===== src/rtl/frog_input_ctrl.sv =====
// frog_input_ctrl
//   Turns the four raw DE1 KEY buttons into clean single-cycle move pulses.
//   Each button passes through a 2-flop synchroniser and then a debounce FSM.
//   The FSM produces exactly one pulse for each physical press, and holding the
//   button never produces another. While freeze is high the pulses are masked,
//   but the FSMs keep running. move_count counts the cycles that carry at least
//   one pulse; it saturates instead of wrapping.
// Ports
//   clk        : system clock
//   reset      : synchronous, active-high
//   key_n[3:0] : raw buttons, active-low, asynchronous; [3]=L [2]=U [1]=D [0]=R
//   freeze     : 1 = suppress all move pulses
//   L,R,U,D    : registered single-cycle move pulses
//   move_count : accepted pulse cycles since reset, saturating
module frog_input_ctrl #(
   parameter int unsigned DEBOUNCE_CYCLES = 4,
   parameter int unsigned CNT_W           = 8
) (
   input  logic             clk,
   input  logic             reset,
   input  logic [3:0]       key_n,
   input  logic             freeze,
   output logic             L,
   output logic             R,
   output logic             U,
   output logic             D,
   output logic [CNT_W-1:0] move_count
);

   localparam int unsigned CW = $clog2(DEBOUNCE_CYCLES + 1);
   localparam logic [CW-1:0] CntMax = CW'(DEBOUNCE_CYCLES);

   typedef enum logic [1:0] {StIdle, StPress, StHeld, StRelease} state_e;

   logic [3:0]       sync1_q;
   logic [3:0]       s_q;
   state_e           state_q [4];
   state_e           state_d [4];
   logic [CW-1:0]    cnt_q   [4];
   logic [CW-1:0]    cnt_d   [4];
   logic [3:0]       accept;
   logic [3:0]       pulse_q;
   logic [CNT_W-1:0] count_q;

   // Synchroniser: s=1 means the button is pressed.
   always_ff @(posedge clk) begin
      if (reset) begin
         sync1_q <= '0;
         s_q     <= '0;
      end else begin
         sync1_q <= ~key_n;
         s_q     <= sync1_q;
      end
   end

   // FSM state register
   always_ff @(posedge clk) begin
      for (int i = 0; i < 4; i++) begin
         if (reset) begin
            state_q[i] <= StIdle;
            cnt_q[i]   <= '0;
         end else begin
            state_q[i] <= state_d[i];
            cnt_q[i]   <= cnt_d[i];
         end
      end
   end

   // FSM next state
   always_comb begin
      for (int i = 0; i < 4; i++) begin
         state_d[i] = state_q[i];
         cnt_d[i]   = cnt_q[i];
         unique case (state_q[i])
            StIdle: begin
               if (s_q[i]) begin
                  state_d[i] = StPress;
                  cnt_d[i]   = CW'(1);
               end
            end
            StPress: begin
               if (!s_q[i])                 state_d[i] = StIdle;
               else if (cnt_q[i] == CntMax) state_d[i] = StHeld;
               else                         cnt_d[i]   = cnt_q[i] + 1'b1;
            end
            StHeld: begin
               if (!s_q[i]) begin
                  state_d[i] = StRelease;
                  cnt_d[i]   = CW'(1);
               end
            end
            StRelease: begin
               if (s_q[i])                  state_d[i] = StHeld;
               else if (cnt_q[i] == CntMax) state_d[i] = StIdle;
               else                         cnt_d[i]   = cnt_q[i] + 1'b1;
            end
            default: state_d[i] = StIdle;
         endcase
      end
   end

   // FSM output: a press is accepted on the PRESS -> HELD transition.
   always_comb begin
      for (int i = 0; i < 4; i++) begin
         accept[i] = (state_q[i] == StPress) && s_q[i] && (cnt_q[i] == CntMax);
      end
   end

   // A press accepted during freeze is consumed, not deferred.
   always_ff @(posedge clk) begin
      if (reset) pulse_q <= '0;
      else       pulse_q <= accept & {4{~freeze}};
   end

   // Counts cycles with any pulse, not individual buttons.
   always_ff @(posedge clk) begin
      if (reset)                              count_q <= '0;
      else if (|pulse_q && (count_q != '1))   count_q <= count_q + 1'b1;
   end

   assign L          = pulse_q[3];
   assign U          = pulse_q[2];
   assign D          = pulse_q[1];
   assign R          = pulse_q[0];
   assign move_count = count_q;

endmodule

===== config.mk =====
export PLATFORM = sky130hd
export DESIGN_NAME = frog_input_ctrl
export DESIGN_NICKNAME = d
export VERILOG_FILES = /design/src/rtl/frog_input_ctrl.sv
export SDC_FILE = /design/constraint.sdc
export NUM_CORES = 1
export LEC_CHECK = 0
export BUFFER_PORTS_ARGS = -buffer_cell sky130_fd_sc_hd__buf_4
export CAP_MARGIN = 0
export CORE_ASPECT_RATIO = 0.9
export CORE_MARGIN = 1.5
export CORE_UTILIZATION = 40
export CTS_CLUSTER_DIAMETER = 150
export DETAILED_ROUTE_END_ITERATION = 10
export PLACE_DENSITY = 0.55
export SLEW_MARGIN = 20
export SYNTH_ARGS = -nofsm -noshare
export SYNTH_HDL_FRONTEND = slang
export SYNTH_SLANG_ARGS = --single-unit

===== constraint.sdc =====
create_clock -name clk -period 1.6 [get_ports clk]
set_input_delay 0.48 -clock clk [delete_from_list [all_inputs] [get_ports clk]]
set_output_delay 0.48 -clock clk [all_outputs]
set_load 0.02 [all_outputs]

* After elaboration in Yosys (flattened, before gate mapping)
Memory sizes are Yosys's and may differ from the RTL's.
Cells that the tools add are included.
W data, S select, Z words.
** Word-level totals
- Input port bits :: 7
- Register bits after elaboration :: 20
- RAM bits :: 20
- Memories kept :: 2
- Word-level logic and storage cells :: 116
** Cells by class
- Mux-type cells :: 63
- Bitwise gates (word level) :: 11
- Reduce and logical (&&, ||, !) cells :: 14
- Add/sub/neg operators :: 5
- Equal/unequal tests :: 17
** Memory list
- cnt_q :: depth 4, bits a word 3, read ports 4, clocked after memory_dff 0, write ports 4, line 39 : logic [CW-1:0] cnt_q [4];
- state_q :: depth 4, bits a word 2, read ports 4, clocked after memory_dff 0, write ports 4, line 37 : state_e state_q [4];
** Operators by type and width (count)
- $mux W3 :: 24
- $mux W2 :: 28
- $pmux W3 S4 :: 4
- $pmux W2 S4 :: 4
- $eq A2 B2 Y1 const B :: 8
- $add A3 B1 Y3 const B :: 4
- $eq A3 B3 Y1 const B :: 4
- $logic_and A1 B1 Y1 :: 9
- $add A8 B1 Y8 const B :: 1
- $eq A2 B1 Y1 const B :: 4
- $logic_not A2 Y1 :: 4
- $ne A8 B8 Y1 const B :: 1
- $or A1 B1 Y1 :: 8
- $and A4 B4 Y4 :: 1
- $not A4 Y4 :: 1
- $reduce_or A4 Y1 :: 1
- $mux W1 :: 3
- $not A1 Y1 :: 1

* Logic depth before layout (Yosys ltp)
Gate-level depths: netlist of the first run.
- Depth after elaboration :: 5
- Depth in mapped cells :: 6
- Depth with buffers taken out :: 6

* Least setup slack after synthesis of the first run
OpenSTA, ideal clock, no wires.
- Path type :: reg-to-reg
- From :: memory state_q[1][0] (netlist bit)
- To :: memory cnt_q[1][1] (netlist bit)
- Cell stages (with the launch flop) :: 7
- Arrival time :: 1.460 ns
- Path slack :: 0.082 ns
- Clock period less this slack :: 1.518 ns
- Cells stage by stage :: dfxtp_1 -> inv_1 -> ha_1 -> nor2_1 -> mux2_2 -> a211o_1 -> nand2_1
** RTL lines (line)
- start, declared :: 37
- end, declared :: 39

==> load_flow_metrics.sql, run 1 <==
INSERT INTO impl_metrics (metric_group, metric, value, unit) VALUES
('yosys', 'number_of_enable_type_register_cells_in_the_synthesized_netlist', '0', ''),
('routing', 'first_pass_iters', '4', ''),
('timing', 'maxSlewHeadroom', '63.4', '%'),
('cts', 'clk_latency', '290', 'ps'),
('run', 'max_cap_violations', '0', ''),
('cts', 'h-tree-depth', '2', ''),
('timing', 'fin_worst_skew', '12.0', 'ps'),
('cts', 'hold_buffers', '0', ''),
('yosys', 'synth.cells.most_frequent', 'dfxtp_1, nor2_1, nand2_1', ''),
('cts', 'clk_transition_reported_paths', '70', 'ps'),
('power_and_ir_drop', 'power_per_cell_area', '899', 'mW/mm^2'),
('cts', 'tritoncts_clock_tree', 'built', ''),
('floorplan', 'core_area', '0.00416', 'sq mm'),
('routing', 'totalWireLength', '3.28', 'mm'),
('timing', 'finalCritPeriodShare', '97.7', '%'),
('global_route', 'grt_pass1_vias', '1283', ''),
('yosys', 'synth.largest_area_cell', 'dfxtp_1', ''),
('floorplan', 'die_h', '66.1', 'um'),
('cts', 'clk_root_buffer_cell', 'clkbuf_8', ''),
('timing', 'hold_viol_final', '0', ''),
('timing', 'final.min_clock_period', '1560', 'ps'),
('cells_and_area', 'drive_above_1_share', '17.4', '%'),
('yosys', 'synth_sequential_area_ratio', '45.2', '%'),
('yosys', 'synthesis.nets', '213', ''),
('timing', 'worstMarginPinSlew', '542', 'ps'),
('place', 'gpl.final_weighted_congestion', '0.823', ''),
('status', 'outcome', 'finished, final reports clean', ''),
('yosys', 'synth_most_common_cell', 'dfxtp_1', ''),
('cts', 'clock_sink_count', '40', ''),
('cts', 'cts_inserted_buffers', '5', ''),
('cells_and_area', 'utilization_of_the_core_after_routing', '50.5', '%'),
('floorplan', 'initial_core_util', '42.6', '%'),
('routing', 'number_of_design_rule_violations_left_after_detail_routing', '0', ''),
('global_route', 'grt_max_degree', '41', ''),
('cells_and_area', 'design_area', '0.00210', 'sq mm'),
('yosys', 'area_share_of_the_leading_cell_type_in_the_synthesized_netlist', '45.2', '%'),
('cts', 'ctsLongestPathBuffers', '2', ''),
('place', 'detailed_place_hpwl', '2.32', 'mm'),
('yosys', 'yosys_warnings', '0', ''),
('global_route', 'wire_length_of_the_first_global_routing_pass', '5.42', 'mm'),
('cells_and_area', 'area_growth_syn_to_layout', '18.4', '%'),
('worst_setup_path', 'cp_max_fo', '6', ''),
('floorplan', 'dieArea', '0.00484', 'sq mm'),
('yosys', 'synth.cell_area', '0.00177', 'sq mm'),
('timing', 'clock.fmax', '0.640', 'GHz'),
('yosys', 'postSynth.topFlopCell', 'dfxtp_1', ''),
('min_path', 'worst_hold_path_type', 'in -> reg', ''),
('routing', 'viasPerCell', '4.99', ''),
('worst_setup_path', 'timing.critical_path.required', '1830', 'ps'),
('global_route', 'grt_remaining_overflow', '0', ''),
('place', 'port_buffers', '18', ''),
('timing', 'setup_viol_count_final', '0', ''),
('global_route', 'grt_antenna_before_repair', '0', ''),
('cells_and_area', 'antenna_cells', '0', ''),
('yosys', 'post_synthesis_mean_instance_area', '9.18', 'sq um'),
('power_and_ir_drop', 'vdd_drop_max', '0.576', 'mV'),
('power_and_ir_drop', 'power.leakage', '0.861', 'nW'),
('floorplan', 'die_w', '73.2', 'um'),
('floorplan', 'placementRows', '22', ''),
('yosys', 'synth.area.top_cells', 'dfxtp_1, ha_1, a211oi_1, a21oi_1, nor2_1', ''),
('worst_setup_path', 'sort_of_element_at_the_start_of_the_critical_path', 'flip-flop', ''),
('place', 'dpl_cell_area', '0.00199', 'sq mm'),
('worst_setup_path', 'worst-endpoint-arrival', '1790', 'ps'),
('routing', 'drt_iter0_drc', '50', ''),
('yosys', 'synth_cell_types', '37', ''),
('yosys', 'fraction_of_registers_with_async_set_or_reset_after_synthesis', '0', '%'),
('floorplan', 'ios', '19', ''),
('timing', 'setup_tns', '0', 'ps'),
('yosys', 'number_of_instances_in_the_synthesized_netlist', '193', ''),
('timing', 'final_max_slew_viol_count', '0', ''),
('routing', 'wl_per_cell', '11.8', 'um'),
('yosys', 'synth_seq_cells', '40', ''),
('cells_and_area', 'fin_nets', '237', ''),
('routing', 'route.vias.total', '1386', ''),
('routing', 'ant_nets', '0', ''),
('worst_setup_path', 'type_of_the_worst_setup_path', 'reg -> reg', ''),
('worst_setup_path', 'cp-end-kind', 'flip-flop', ''),
('global_route', 'grtUsageTotal', '14.5', '%');
==> layout make-up <==
cell class / count / area, sq um
clock buffers: 7 / 86.3
clock inverters: 1 / 7.51
fillers: 385 / 2060
inverters: 13 / 48.8
multi-input cells: 136 / 917
flip-flops and latches: 40 / 806
well taps: 60 / 75.1
repair buffers: 21 / 158
==> cell usage in the layout (no fill, tap or decap), drive strengths merged, types with 4 or more instances in the layout <==
| master | count |
|---|---|
| buf | 21 |
| inv | 13 |
| nand2 | 15 |
| dfxtp | 40 |
| clkbuf | 7 |
| ha | 13 |
| nor3 | 6 |
| a211oi | 10 |
| nor4 | 5 |
| nand3 | 8 |
| and3 | 5 |
| nor2 | 17 |
| nor2b | 4 |
| mux2i | 4 |
| a21oi | 14 |
| xor2 | 4 |
==> report_power, final <==
part           leakage [nW]  switching (mW)  internal, mW
Sequential            0.326          0.0202          1.02
Clock                0.0445           0.333         0.350
Combinational         0.491          0.0888        0.0724
Total                 0.861           0.442          1.44
==> sequential cells by signal, summed over array words and instances (netlist names), named ones only <==
name / flops
cnt_q: 12
move_count: 8
pulse_q: 4
s_q: 4
state_q: 4
sync1_q: 4
==> timing repair <==
action | 4_1_cts | 5_1_grt
setup endpoints to repair | 0 | 4
buffers inserted | 0 | 0
hold endpoints to repair | 0 | 0
resized for setup | 0 | 6
==> metrics by stage <==
step | worst slack [ps] | cells | hold WS (ps) | power, mW
floorplan | 81.7 | 193 | 414 | 1.17
global placement | 82.8 | 270 | 419 | 1.21
detailed placement | 32.3 | 270 | 422 | 1.22
CTS | 12.7 | 278 | 333 | 1.90
global route | -72.8 | 278 | 338 | 1.97
finish | 36.3 | 278 | 343 | 1.89
==> final timing paths <==
path | start | endpoint | slack, ps | depth (start not counted)
max | state_q[1][0]$_SDFFE_PP0P_ | cnt_q[1][1]$_SDFFE_PP0P_ | 40 | 6
min | key_n[2] | sync1_q[2]$_SDFF_PP0_ | 340 | 2
max reg2reg | state_q[1][0]$_SDFFE_PP0P_ | cnt_q[1][1]$_SDFFE_PP0P_ | 40 | 6
min reg2reg | sync1_q[2]$_SDFF_PP0_ | s_q[2]$_SDFF_PP0_ | 440 | 1
==> critical path, stage by stage (launching register included) <==
cell,delay [ps]
dfxtp_4,370
inv_1,50
ha_1,240
nor2_1,180
mux2_4,350
a211o_1,260
nand2_1,60
==> kinds of logic after synthesis <==
kind of cell,Yosys count,share of synthesized area [%]
fa+ha+maj,13,9.18
buf+inv,17,3.60
xor+xnor,5,2.47
simple gates,73,21.0
compound gates,40,15.6
mux,5,2.90
flops,40,45.2
==> metal layers <==
metal | track usage [%] | part of all wire [%] | vias to the layer above
met2 | 24.8 | 48 | 15
li1 | - | - | 738
met5 | 0 | 0 | -
met1 | 17.4 | 49 | 631
met3 | 3.66 | 2.6 | 2
met4 | 5.66 | 0.73 | 0
Note: power is estimated with default switching activity, not from simulation.
==> run 2: changes to the inputs <==
Settings changed: CTS_CLUSTER_SIZE set to 16, MAX_ROUTING_LAYER set to met4.
==> run 2 against run 1 <==
  * Maximum frequency is essentially flat
  * Clock skew is essentially flat
  * Core utilization is the same
  * Sequential power is essentially flat
  * Register-to-register slack is essentially flat
  * Setup slack is essentially flat
  * Critical endpoint unchanged
  * Largest cell class unchanged
==> load_flow_metrics.sql, run 2 (synthesis gave the netlist of run 1 again) <==
INSERT INTO impl_metrics (metric_group, metric, value, unit) VALUES
('status', 'outcome', 'finished, final reports clean', ''),
('routing', 'viasPerCell', '4.98', ''),
('worst_setup_path', 'cp_max_fo', '6', ''),
('cts', 'h-tree-depth', '2', ''),
('power_and_ir_drop', 'power.leakage', '0.861', 'nW'),
('timing', 'setup_viol_count_final', '0', ''),
('cells_and_area', 'design_area', '0.00210', 'sq mm'),
('routing', 'first_pass_iters', '4', ''),
('routing', 'totalWireLength', '3.28', 'mm'),
('global_route', 'grt_remaining_overflow', '0', ''),
('timing', 'fin_worst_skew', '12.1', 'ps'),
('worst_setup_path', 'regToRegSetupSlack', '40', 'ps'),
('min_path', 'worst_hold_path_type', 'in -> reg', ''),
('timing', 'setup_tns', '0', 'ps'),
('place', 'gpl.final_weighted_congestion', '0.835', ''),
('worst_setup_path', 'reg2reg_from', 'state_q[1][0]$_SDFFE_PP0P_', ''),
('floorplan', 'initial_core_util', '42.6', '%'),
('floorplan', 'dieArea', '0.00484', 'sq mm'),
('cts', 'cts_inserted_buffers', '5', ''),
('timing', 'finalCritPeriodShare', '97.7', '%'),
('timing', 'maxSlewHeadroom', '63.4', '%'),
('global_route', 'grtUsageTotal', '14.9', '%'),
('routing', 'route.vias.total', '1384', ''),
('cells_and_area', 'top_register', 'cnt_q', ''),
('cts', 'clk_latency', '290', 'ps'),
('floorplan', 'die_h', '66.1', 'um'),
('global_route', 'grt_antenna_before_repair', '0', ''),
('cells_and_area', 'antenna_cells', '0', ''),
('worst_setup_path', 'type_of_the_worst_setup_path', 'reg -> reg', ''),
('cells_and_area', 'area_growth_syn_to_layout', '18.4', '%'),
('worst_setup_path', 'timing.critical_path.required', '1830', 'ps'),
('timing', 'worstMarginPinSlew', '542', 'ps'),
('global_route', 'wire_length_of_the_first_global_routing_pass', '5.41', 'mm'),
('worst_setup_path', 'r2r-end', 'cnt_q[1][1]$_SDFFE_PP0P_', ''),
('floorplan', 'ios', '19', ''),
('cells_and_area', 'final_cell_mix', 'dfxtp_1, buf_4, nor2_1', ''),
('cts', 'clk_root_buffer_cell', 'clkbuf_8', ''),
('routing', 'drt_iter0_drc', '51', ''),
('worst_setup_path', 'crit_start', 'state_q[1][0]$_SDFFE_PP0P_', ''),
('timing', 'clock.fmax', '0.640', 'GHz'),
('floorplan', 'core_area', '0.00416', 'sq mm'),
('place', 'dp_slack', '32.3', 'ps'),
('place', 'dpl_cell_area', '0.00199', 'sq mm'),
('timing', 'layout_setup_ws', '36.3', 'ps'),
('timing', 'final_max_slew_viol_count', '0', ''),
('worst_setup_path', 'sort_of_element_at_the_start_of_the_critical_path', 'flip-flop', ''),
('cells_and_area', 'largest_reg_flops', '12', ''),
('cts', 'clk_transition_reported_paths', '70', 'ps'),
('cts', 'ctsLongestPathBuffers', '2', ''),
('place', 'detailed_place_hpwl', '2.32', 'mm'),
('timing', 'fin_worst_hold_slack', '344', 'ps'),
('place', 'port_buffers', '18', ''),
('floorplan', 'die_w', '73.2', 'um'),
('run', 'max_cap_violations', '0', ''),
('power_and_ir_drop', 'vdd_drop_max', '0.576', 'mV'),
('worst_setup_path', 'cp-end-kind', 'flip-flop', ''),
('cts', 'clock_sink_count', '40', ''),
('global_route', 'grt_max_degree', '41', ''),
('cts', 'tritoncts_clock_tree', 'built', ''),
('routing', 'wl_per_cell', '11.8', 'um'),
('global_route', 'grt_pass1_vias', '1284', ''),
('routing', 'ant_nets', '0', ''),
('floorplan', 'placementRows', '22', ''),
('routing', 'number_of_design_rule_violations_left_after_detail_routing', '0', ''),
('cells_and_area', 'fin_nets', '237', ''),
('cells_and_area', 'utilization_of_the_core_after_routing', '50.5', '%'),
('worst_setup_path', 'r2r_cells', '6', ''),
('worst_setup_path', 'worst-endpoint-arrival', '1790', 'ps'),
('timing', 'hold_viol_final', '0', ''),
('cells_and_area', 'mostFrequentLayoutCell', 'dfxtp_1', ''),
('cells_and_area', 'drive_above_1_share', '17.4', '%'),
('timing', 'final.min_clock_period', '1560', 'ps'),
('power_and_ir_drop', 'power_per_cell_area', '899', 'mW/mm^2'),
('worst_setup_path', 'endpoint', 'cnt_q[1][1]$_SDFFE_PP0P_', '');
## run 2: timing repair
item,in CTS,in global routing
gates resized for setup,0,6
hold endpoints to repair,0,0
setup endpoints to repair,0,4
buffers inserted,0,0
hold buffers,0,0
## run 2: area by class of cell
class / instances / area, sq um
Sequential cell: 40 / 806
Multi-Input combinational cell: 136 / 917
Tap cell: 60 / 75.1
Clock buffer: 7 / 86.3
Fill cell: 385 / 2060
Timing Repair Buffer: 21 / 158
Clock inverter: 1 / 7.51
Inverter: 13 / 48.8
## run 2: worst min-delay path by stage
stage,startpoint,cells past startpoint,end,slack [ps]
4_1_cts,key_n[2],2,sync1_q[2]$_SDFF_PP0_,330
3_3_place_gp,sync1_q[2]$_SDFF_PP0_,1,s_q[2]$_SDFF_PP0_,420
2_1_floorplan,sync1_q[0]$_SDFF_PP0_,1,s_q[0]$_SDFF_PP0_,410
6_report,key_n[2],2,sync1_q[2]$_SDFF_PP0_,340
3_5_place_dp,sync1_q[2]$_SDFF_PP0_,1,s_q[2]$_SDFF_PP0_,420
5_1_grt,key_n[3],2,sync1_q[3]$_SDFF_PP0_,340
## run 2: routing by layer
| layer | track usage, % | wire length, um | vias up |
|---|---|---|---|
| met5 | - | 0 | - |
| met4 | 5.66 | 21 | 0 |
| met3 | 3.66 | 86 | 2 |
| met2 | 24.8 | 1560 | 14 |
| met1 | 17.4 | 1610 | 631 |
| li1 | - | - | 737 |
## run 2: stage by stage
step | total power [mW] | instances
finish | 1.89 | 278
global route | 1.97 | 278
CTS | 1.90 | 278
floorplan | 1.17 | 193
detailed placement | 1.22 | 270
global placement | 1.21 | 270
## run 2: worst max-delay path, stage by stage (launching register included)
cell and delay [ps]:
dfxtp_4 370, inv_1 50, ha_1 240, nor2_1 180
mux2_4 350, a211o_1 260, nand2_1 60
## run 2: where the power goes
group / switching (mW) / internal (mW)
combinational: 0.0888 / 0.0724
clock: 0.332 / 0.350
sequential: 0.0202 / 1.02
total: 0.441 / 1.44
==> run 3: changes to the inputs <==
Settings changed: CAP_MARGIN 0 to unset, CTS_BUF_LIST set to sky130_fd_sc_hd__clkbuf_8.
Clock period 1.6 ns to 2 ns, I/O delays scaled along.
==> run 3 against run 2 <==
  * Final area decreased by 1.1%
  * Clock skew decreased by 6.8 ps
  * Count of clock-buffer cells in the layout decreased by 2
  * Clock power decreased by 7.2%
  * Core utilization decreased by 0.57 points
  * Total power decreased by 16%
  * Global-route usage increased by 1.6 points
  * Sequential share of layout area increased by 0.20 points
  * Die area unchanged
  * First-iteration DRC count increased by 29%
  * Sequential power decreased by 20%
  * Setup slack improved by 280 ps
  * Critical path type unchanged
  * Highest routed layer unchanged
==> load_flow_metrics.sql, run 3 (synthesis gave the netlist of run 1 again) <==
INSERT INTO impl_metrics (metric_group, metric, value, unit) VALUES
('cells_and_area', 'drive_above_1_share', '14.4', '%'),
('routing', 'viasPerCell', '5.27', ''),
('cells_and_area', 'multiInputGateArea', '907', 'sq um'),
('routing', 'first_pass_iters', '4', ''),
('timing', 'hold_viol_final', '0', ''),
('power_and_ir_drop', 'power_per_cell_area', '766', 'mW/mm^2'),
('timing', 'final.min_clock_period', '1680', 'ps'),
('worst_setup_path', 'cp_max_fo', '7', ''),
('timing', 'worstMarginPinSlew', '584', 'ps'),
('global_route', 'grtUsageTotal', '16.5', '%'),
('cts', 'clk_transition_reported_paths', '80', 'ps'),
('run', 'max_cap_violations', '0', ''),
('timing', 'fin_worst_skew', '5.27', 'ps'),
('global_route', 'grt_max_degree', '41', ''),
('timing', 'clock.fmax', '0.595', 'GHz'),
('cells_and_area', 'fillCellCount', '407', ''),
('cts', 'clk_latency', '290', 'ps'),
('status', 'outcome', 'finished, final reports clean', ''),
('routing', 'totalWireLength', '3.44', 'mm'),
('cts', 'clock_sink_count', '40', ''),
('place', 'detailed_place_hpwl', '2.47', 'mm'),
('global_route', 'grt_pass1_vias', '1347', ''),
('cts', 'tritoncts_clock_tree', 'built', ''),
('routing', 'drt_iter0_drc', '66', ''),
('timing', 'rsz0062_at_grt', 'false', ''),
('cts', 'cts_inserted_buffers', '5', ''),
('cts', 'h-tree-depth', '2', ''),
('floorplan', 'ios', '19', ''),
('timing', 'setup_viol_count_final', '0', ''),
('worst_setup_path', 'timing.critical_path.required', '2240', 'ps'),
('place', 'port_buffers', '18', ''),
('timing', 'finalCritPeriodShare', '84.1', '%'),
('cells_and_area', 'final-seq-area', '801', 'sq um'),
('cells_and_area', 'mostFrequentLayoutCell', 'dfxtp_1', ''),
('routing', 'wl_per_cell', '12.5', 'um'),
('power_and_ir_drop', 'total_power', '1.59', 'mW'),
('cells_and_area', 'stdcell_count', '275', ''),
('min_path', 'worst_hold_path_type', 'reg -> reg', ''),
('cells_and_area', 'final_cell_mix', 'dfxtp_1, buf_4, nor2_1', ''),
('cells_and_area', 'largest_reg_flops', '12', ''),
('floorplan', 'die_h', '66.1', 'um'),
('timing', 'setup_tns', '0', 'ps'),
('global_route', 'grt_util_met2', '26.3', '%'),
('global_route', 'met3_usage', '4.73', '%'),
('worst_setup_path', 'sort_of_element_at_the_start_of_the_critical_path', 'flip-flop', ''),
('timing', 'final_max_slew_viol_count', '0', ''),
('global_route', 'met1_usage', '19.3', '%'),
('worst_setup_path', 'cp-end-kind', 'flip-flop', ''),
('worst_setup_path', 'type_of_the_worst_setup_path', 'reg -> reg', ''),
('routing', 'number_of_design_rule_violations_left_after_detail_routing', '0', ''),
('routing', 'route.vias.total', '1448', ''),
('cells_and_area', 'top_register', 'cnt_q', ''),
('place', 'gpl.final_weighted_congestion', '0.824', ''),
('global_route', 'busiest_layer', 'met2', ''),
('routing', 'ant_nets', '0', ''),
('global_route', 'grt_antenna_before_repair', '0', ''),
('floorplan', 'core_area', '0.00416', 'sq mm'),
('power_and_ir_drop', 'power.leakage', '0.857', 'nW'),
('floorplan', 'placementRows', '22', ''),
('place', 'dpl_cell_area', '0.00197', 'sq mm'),
('cells_and_area', 'design_area', '0.00207', 'sq mm'),
('power_and_ir_drop', 'vdd_drop_max', '0.487', 'mV'),
('cts', 'cts.repair.resized', '0', ''),
('place', 'numPlacedInstances', '267', ''),
('cts', 'clk_root_buffer_cell', 'clkbuf_8', ''),
('cts', 'hold_buffers', '0', ''),
('cts', 'ctsLongestPathBuffers', '2', ''),
('cells_and_area', 'antenna_cells', '0', ''),
('cells_and_area', 'fin_nets', '234', ''),
('cells_and_area', 'area_growth_syn_to_layout', '17.1', '%'),
('timing', 'maxSlewHeadroom', '60.5', '%'),
('global_route', 'grt_remaining_overflow', '0', ''),
('floorplan', 'dieArea', '0.00484', 'sq mm'),
('floorplan', 'initial_core_util', '42.6', '%'),
('cts', 'post-cts-setup-buffers', '0', ''),
('floorplan', 'die_w', '73.2', 'um'),
('worst_setup_path', 'worst-endpoint-arrival', '1920', 'ps'),
('global_route', 'wire_length_of_the_first_global_routing_pass', '5.95', 'mm');
==> run 3: changes by cell type in the layout (fill, tap and decap cells not counted), sizes merged <==
| cell | before | now |
|---|---|---|
| inv | 13 | 14 |
| bufinv | 0 | 1 |
| buf | 21 | 18 |
| clkinvlp | 1 | 0 |
| clkbuf | 7 | 5 |
| clkinv | 0 | 1 |
==> run 3: final cells by class <==
class                   count  area share, %
clock inverters             3           1.87
well taps                  60           3.62
repair buffers             18           6.51
clock buffers               5           3.32
flip-flops and latches     40           38.6
multi-input cells         136           43.7
inverters                  13           2.35
==> run 3: where the power goes <==
group	switching [mW]	leakage (nW)	internal [mW]	total [mW]
Sequential	0.0194	0.325	0.815	0.835
Clock	0.268	0.0593	0.365	0.633
Combinational	0.0698	0.473	0.0505	0.120
Total	0.357	0.857	1.23	1.59
==> run 3: path summary, 6_finish.rpt <==
kind	depth (start not counted)	endpoint	slack (ps)	from
hold / removal	1	s_q[2]$_SDFF_PP0_	450	sync1_q[2]$_SDFF_PP0_
hold reg to reg	1	s_q[2]$_SDFF_PP0_	450	sync1_q[2]$_SDFF_PP0_
setup reg to reg	6	cnt_q[1][1]$_SDFFE_PP0P_	320	state_q[1][0]$_SDFFE_PP0P_
setup / recovery	6	cnt_q[1][1]$_SDFFE_PP0P_	320	state_q[1][0]$_SDFFE_PP0P_
==> run 3: metrics by stage <==
step	hold WS [ps]	setup slack [ps]	util [%]
after global routing	445	212	49.9
final	451	318	49.9
after global placement	419	438	47.3
after floorplan	414	482	-
after detailed placement	437	338	47.3
after CTS	446	317	49.9
==> run 3: critical path, cell delays in order, from the launching register on <==
cell     delay [ps]
dfxtp_1         460
inv_1            90
ha_1            250
nor2_1          120
mux2_2          390
a211o_1         270
nand2_1          60
==> run 3: metal layers <==
layer	share of wire (%)	up-vias
met1	46	681
li1	-	731
met2	48	28
met5	0	-
met4	2.2	0
met3	4.3	8
